<file path="src/rtl/ervp_rr_arbiter.sv">
// Round-robin arbiter: a registered grant is held until the owner pulses done,
// or until an optional hold timeout force-releases it.
module ervp_rr_arbiter #(
    parameter int NUM_REQ  = 4,
    parameter int BW_INDEX = 2,
    parameter int MAX_HOLD = 0
) (
    input  logic                clk,
    input  logic                rstp,
    input  logic [NUM_REQ-1:0]  req,
    input  logic                done,
    output logic                grant_valid,
    output logic [NUM_REQ-1:0]  grant_onehot,
    output logic [BW_INDEX-1:0] grant_index,
    output logic                timeout
);

    localparam int HOLD_W = (MAX_HOLD > 0) ? $clog2(MAX_HOLD + 1) : 1;
    localparam logic [HOLD_W-1:0]   HOLD_LAST  = (MAX_HOLD > 0) ? HOLD_W'(MAX_HOLD - 1) : '0;
    localparam logic [BW_INDEX-1:0] LAST_INDEX = BW_INDEX'(NUM_REQ - 1);

    typedef enum logic {
        IDLE,
        BUSY
    } state_t;

    state_t                state_q, state_d;
    logic [BW_INDEX-1:0]   ptr_q, ptr_d;
    logic [BW_INDEX-1:0]   index_q, index_d;
    logic [NUM_REQ-1:0]    onehot_q, onehot_d;
    logic [HOLD_W-1:0]     hold_q, hold_d;
    logic                  timeout_q, timeout_d;

    logic [2*NUM_REQ-1:0]  req_rot;
    logic                  scan_found;
    logic [BW_INDEX-1:0]   scan_index;
    logic [BW_INDEX-1:0]   ptr_after;
    logic                  hold_expired;

    // Rotating the doubled request vector puts the pointer position at bit 0,
    // so the first set bit gives the wrap-around distance from ptr.
    always_comb begin
        req_rot    = {req, req} >> ptr_q;
        scan_found = 1'b0;
        scan_index = '0;
        for (int k = 0; k < NUM_REQ; k++) begin
            if (!scan_found && req_rot[k]) begin
                scan_found = 1'b1;
                if (int'(ptr_q) + k >= NUM_REQ) begin
                    scan_index = BW_INDEX'(int'(ptr_q) + k - NUM_REQ);
                end else begin
                    scan_index = BW_INDEX'(int'(ptr_q) + k);
                end
            end
        end
    end

    assign ptr_after    = (index_q == LAST_INDEX) ? '0 : index_q + 1'b1;
    assign hold_expired = (MAX_HOLD > 0) && (hold_q == HOLD_LAST);

    always_comb begin
        state_d   = state_q;
        ptr_d     = ptr_q;
        index_d   = index_q;
        onehot_d  = onehot_q;
        hold_d    = hold_q;
        timeout_d = 1'b0;
        case (state_q)
            IDLE: begin
                if (scan_found) begin
                    state_d  = BUSY;
                    index_d  = scan_index;
                    onehot_d = NUM_REQ'(1) << scan_index;
                    hold_d   = '0;
                end
            end
            BUSY: begin
                // done takes precedence, so a timeout is only flagged when done is absent
                if (done || hold_expired) begin
                    state_d   = IDLE;
                    ptr_d     = ptr_after;
                    index_d   = '0;
                    onehot_d  = '0;
                    hold_d    = '0;
                    timeout_d = !done;
                end else if (MAX_HOLD > 0) begin
                    hold_d = hold_q + 1'b1;
                end
            end
            default: begin
                state_d = IDLE;
            end
        endcase
    end

    always_ff @(posedge clk) begin
        if (rstp) begin
            state_q   <= IDLE;
            ptr_q     <= '0;
            index_q   <= '0;
            onehot_q  <= '0;
            hold_q    <= '0;
            timeout_q <= 1'b0;
        end else begin
            state_q   <= state_d;
            ptr_q     <= ptr_d;
            index_q   <= index_d;
            onehot_q  <= onehot_d;
            hold_q    <= hold_d;
            timeout_q <= timeout_d;
        end
    end

    assign grant_valid  = (state_q == BUSY);
    assign grant_onehot = onehot_q;
    assign grant_index  = index_q;
    assign timeout      = timeout_q;

endmodule

</file>
<file path="config.mk">
export PLATFORM = sky130hd
export DESIGN_NAME = ervp_rr_arbiter
export DESIGN_NICKNAME = d
export VERILOG_FILES = /design/src/rtl/ervp_rr_arbiter.sv
export SDC_FILE = /design/constraint.sdc
export NUM_CORES = 1
export LEC_CHECK = 0
export ABC_CLOCK_PERIOD_IN_PS = 3700
export BUFFER_PORTS_ARGS = -buffer_cell sky130_fd_sc_hd__buf_4
export CORE_AREA = 4 4 41 43
export DETAILED_ROUTE_END_ITERATION = 7
export DIE_AREA = 0 0 45 47
export PLACE_DENSITY_LB_ADDON = 0.1
export SLEW_MARGIN = 20
export SYNTH_ARGS = -nofsm -noshare
export SYNTH_HDL_FRONTEND = slang
export SYNTH_SLANG_ARGS = --single-unit
</file>
<file path="constraint.sdc">
create_clock -name clk -period 3.7 [get_ports clk]
set_clock_uncertainty 0.05 [all_clocks]
set_input_delay 0.37 -clock clk [delete_from_list [all_inputs] [get_ports clk]]
set_output_delay 0.37 -clock clk [all_outputs]
set_load 0.03 [all_outputs]
</file>
==> metrics.txt, run 1 <==
power per cell area slightly below 400 nW/um^2; core area 1300 um^2; Layout area overhead 28.8%; Finish-stage setup viols 0; r2r setup slk 2.09 ns; hold buffer count at CTS 0; ant diodes 0; R2R cell count 4; Reg area 200 um^2; Routed Antenna Nets 0; Final Hold Viols 0; clock-pin slew on the worst setup and hold paths 0.07 ns; DRC violations left 0; FP Rows 13; CTS HTree Levels 1; gr usage total around an eighth; max-cap violations 0; RR Startpoint ptr_q[1]; initial core utilization a little under two fifths; WL/cell 13.0 um; Die Area around 2100 um^2; CP Launch Type flop; Mean Syn Cell Area 9.35 um^2; Post-Route M1 WL between 500 and 600 um; CTS buffer count 3; WP data arrival between 1.5 and 2 ns; Seq/Total Area, Yosys 40.4%; hold endpoint ptr_q[1]; Chip Height roughly 47 um; DRT iter0 DRCs 3; synthesis warning total 0; global-route wire length before repair 1790 um; setup tns final 0 ns; Port Buffer Count 14; most frequent cells in the layout buf_4, dfxtp_1, nand2_1, a21oi_1, nor2_1; Die W around 45 um; DP HPWL 821 um; metal2 WL 461 um; total length of routed wires between 1000 and 1500 um; routed via count roughly 440; routed length on met3 67 um; RePlAce Congestion 0.661; CP Max Fanout 6; initial antenna violation count 0; IO Count 15; Mapped Cells 53; post-layout net count 79; Mapped Nets 61; Hold Startpoint rstp; hold path depth 2; final core utilization 49.0%; layout cells sized above 1 34.8%; post-CTS sizing 0; reg-to-reg critical path endpoint grant_onehot[1]; clk sinks 10; area of the multi-input gates between 200 and 300 um^2; largest net degree at the start of global routing 14; Fillers 140; final period utilization 43.6%; worst-case clock buffer depth 2; TritonCTS clock tree built; #FFs+latches synth 10; Mapped Area 495 um^2; GRT overflow 0; worst vdd ir 0.209 mV; fin crit period 1.61 ns; count of pins over their slew limit 0; drt pass-1 iters 4; Synth cell types 27; via/cell ratio ~5.3; achievable clock frequency 620 MHz; WS Path Type reg -> reg; RSZ-0062 raised after global routing no; most common cell after layout, fill and taps aside buf_4; vias in the first global route 439; status complete, no violations; worst min-delay path category in -> reg; Clock Tree Root clkbuf_4; leakage power approximately 0.00027 uW; crit path capture type flop; later-pin clock latency in the skew report between 0.2 and 0.3 ns; setup bufs post-CTS 0; max layer used met3; Critical Path RT 3.82 ns
## final cells by class
type | instances | area share [%]
timing repair buffer | 14 | 16.5
clock buffer | 3 | 3.53
inverter | 1 | 0.784
tap | 15 | 2.94
multi-input combinational | 41 | 44.9
sequential | 10 | 31.4
## power breakdown
part	switching [uW]	internal [uW]	leakage (uW)
clock network	35.3	37.4	0.0000138
logic	30.9	22.3	0.000171
registers	5.55	114	0.0000822
## per-stage QoR
stage	instances	instance area (um^2)	power [uW]	setup WS [ns]	hold slack, ns
3_5_place_dp	81	616	175	2.00	0.433
4_1_cts	84	638	248	2.11	0.317
2_1_floorplan	53	495	154	2.23	0.426
3_3_place_gp	81	616	175	2.05	0.434
6_report	84	638	245	2.09	0.320
5_1_grt	84	638	258	2.00	0.331
## worst max-delay path by stage
stage | startpoint | to | slack [ns] | depth (start not counted)
after floorplan | req[0] | grant_index[0] | 2.23 | 4
after global placement | req[0] | grant_index[1] | 2.05 | 5
after detailed placement | req[0] | grant_index[1] | 2.00 | 5
after CTS | ptr_q[1] | grant_onehot[1] | 2.11 | 4
after global routing | ptr_q[1] | grant_onehot[3] | 2.00 | 4
final | ptr_q[1] | grant_onehot[1] | 2.09 | 4
## Yosys cell counts
cell type  instances  area share [%]
nor3_1             2             2.0
o21a_1             1             1.5
clkbuf_1           1            0.76
nand2_1            5             3.8
nand4b_1           2             3.5
o21bai_1           1             1.5
o31ai_2            2             5.0
dfxtp_1           10              40
or4_4              2             4.5
clkinv_2           1             1.0
nand2b_1           1             1.3
nor2_1             4             3.0
mux2i_2            1             2.8
nand3b_1           2             3.0
conb_1             1            0.76
a21boi_1           1             1.5
o2111ai_1          1             1.8
o21ai_1            1             1.0
nor3b_1            1             1.5
nor2b_1            1             1.3
o41ai_1            2             3.5
mux2i_1            1             2.0
nand2_4            1             2.3
a21oi_1            5             5.0
ha_1               1             2.5
nand3_1            1             1.0
a21o_1             1             1.5
## kinds of logic after synthesis
logic type / count (synthesis) / synth area share [%]
simple gates: 22 / 27.3
fa+ha+maj: 1 / 2.52
buf+inv: 2 / 1.77
compound gates: 15 / 22.5
mux: 2 / 4.80
flops: 10 / 40.4
other cells: 1 / 0.757
## routing by layer
layer	vias up	GRT usage, %
met1	204	16.6
met3	0	4.60
li1	230	-
met2	10	16.4
met4	0	5.26
met5	-	0
## flip-flops by register name, summed over array words and instances, names as in the netlist
signal	cells
grant_valid	1
grant_index	2
timeout	1
grant_onehot	4
ptr_q	2
## critical path, stage by stage (launching register included)
cell     delay (ns)
dfxtp_1        0.44
mux2i_1        0.23
nor2_1         0.07
or4_4          0.55
o31ai_2        0.18
Power figures use the tool's default switching activity.
==> run 2: changes to the inputs <==
ABC_CLOCK_PERIOD_IN_PS = 1500   (was 3700)
clock period = 1.5 ns   (was 3.7 ns; I/O delays follow)
==> metrics.txt, run 2 (same netlist as run 1, synthesis figures left out) <==
total length of routed wires 1130 um (+3.1%); gr usage total 11.9% (-0.098 points); number of flip-flops under the largest register name 4 (unchanged); clk sinks 10 (unchanged); layout cells sized above 1 38.9% (+4.1 points); WP data arrival 1.60 ns (-0.13 ns); TritonCTS clock tree built; RSZ-0062 raised after global routing yes; RePlAce Congestion 0.829 (+25%); WS Path Type reg -> reg; post-layout net count 81 (+2.5%); Fillers 135 (-3.6%); DRT iter0 DRCs 9 (+6); CP Max Fanout 6 (unchanged); Finish-stage setup viols 0 (unchanged); DP HPWL 843 um (+2.7%); crit path capture type flop; ant diodes 0 (unchanged); largest net degree at the start of global routing 14 (unchanged); leakage power 0.000284 uW (+6.7%); CP Launch Type flop; routed via count 458 (+3.2%); fin crit period 1.46 ns (-0.154 ns); Final Hold Viols 0 (unchanged); max-cap violations 0 (unchanged); slowest CP cell or4_4; most frequent cells in the layout buf_4, dfxtp_1, nand2_1, a21oi_1, nor2_1; drt pass-1 iters 3 (-1); crit path buf inv count 0 (unchanged); DRC violations left 0 (unchanged); via/cell ratio 5.26 (-0.40%); Chip Height 47 um (unchanged); Layout area overhead 35.4%; CP top delay family simple AND/OR/NAND/NOR gates; CTS buffer count 3 (unchanged); power per cell area 1010 nW/um^2 (+160%); worst vdd ir 0.449 mV (+110%); core area 1300 um^2 (unchanged); count of pins over their slew limit 0 (unchanged); final hold slack 0.103 ns (-0.217 ns); Critical Path RT 1.64 ns (-2.18 ns); vias in the first global route 423 (-3.6%); design area 671 um^2 (+5.1%); final period utilization 97.3% (+54 points); initial antenna violation count 0 (unchanged); clock-pin slew on the worst setup and hold paths 0.07 ns (about the same); Port Buffer Count 14 (unchanged); most common cell after layout, fill and taps aside buf_4; achievable clock frequency 685 MHz (+11%); IO Count 15 (unchanged); initial core utilization 38.1% (unchanged); critical-path cell list mux2i_1, nor2_1, or4_4, o31ai_2; Clock Tree Root clkbuf_4; WL/cell 12.9 um (-0.44%); status complete, no violations; worst-case clock buffer depth 2 (unchanged); hold buffer count at CTS 0 (unchanged); Die W 45 um (unchanged); worst min-delay path category in -> reg; Die Area 2120 um^2 (unchanged); CTS HTree Levels 1 (unchanged); Crit path largest cell delay 0.54 ns (about the same); Routed Antenna Nets 0 (unchanged); Post-DP Area 631 um^2 (+2.4%); later-pin clock latency in the skew report 0.27 ns (about the same); FP Rows 13 (unchanged); GRT overflow 0 (unchanged); global-route wire length before repair 1800 um (+0.73%)
==> run 2: cell count changes in the layout (fill, tap and decap cells not counted) <==
cell and delta:
buf_4 +2, clkbuf_8 +1, dfxtp_1 -1, dfxtp_4 +1
==> run 2: through the flow <==
step           power (uW)  util, %  instances  TNS [ns]  setup WS, ns
6_report              676     51.5         87         0        0.0400
5_1_grt               715     51.5         87   -0.0650       -0.0392
4_1_cts               686     51.3         87         0        0.0227
3_5_place_dp          439     48.5         83  -0.00715      -0.00471
3_3_place_gp          439     48.5         83         0        0.0194
2_1_floorplan         381        -         53         0        0.0440
==> run 2: final timing paths <==
| path | endpoint | cells past startpoint | slack [ns] | startpoint |
|---|---|---|---|---|
| setup / recovery | grant_onehot[3] | 4 | 0.04 | ptr_q[1] |
| hold / removal | grant_index[0] | 2 | 0.10 | rstp |
| setup reg to reg | grant_onehot[3] | 4 | 0.04 | ptr_q[1] |
| hold reg to reg | grant_index[1] | 2 | 0.43 | grant_index[1] |
==> run 2: repair_timing <==
action | 4_1_cts | 5_1_grt
gates resized for setup | 1 | 1
gates cloned | 0 | 0
endpoints found under the setup margin | 2 | 2
buffers inserted | 0 | 0
==> run 2: power by group <==
part,leakage [uW],internal [uW],switching (uW)
logic,0.000180,59.3,80.8
clock network,0.0000210,148,97.5
registers,0.0000829,280,11.1
==> run 2: metal layers <==
layer  part of all wire, %  global-route usage (%)
met1                    49                    16.5
met2                    43                    16.9
met3                   5.5                    2.30
met4                   2.2                    7.02
met5                     0                       0
==> run 2: final cells by class <==
type	instances	area [um^2]	share of cell area, %
inverter	1	5.00	0.746
clock buffer	4	36.3	5.41
tap	15	18.8	2.80
sequential	10	204	30.4
timing repair buffer	16	120	17.9
multi-input combinational	41	287	42.7
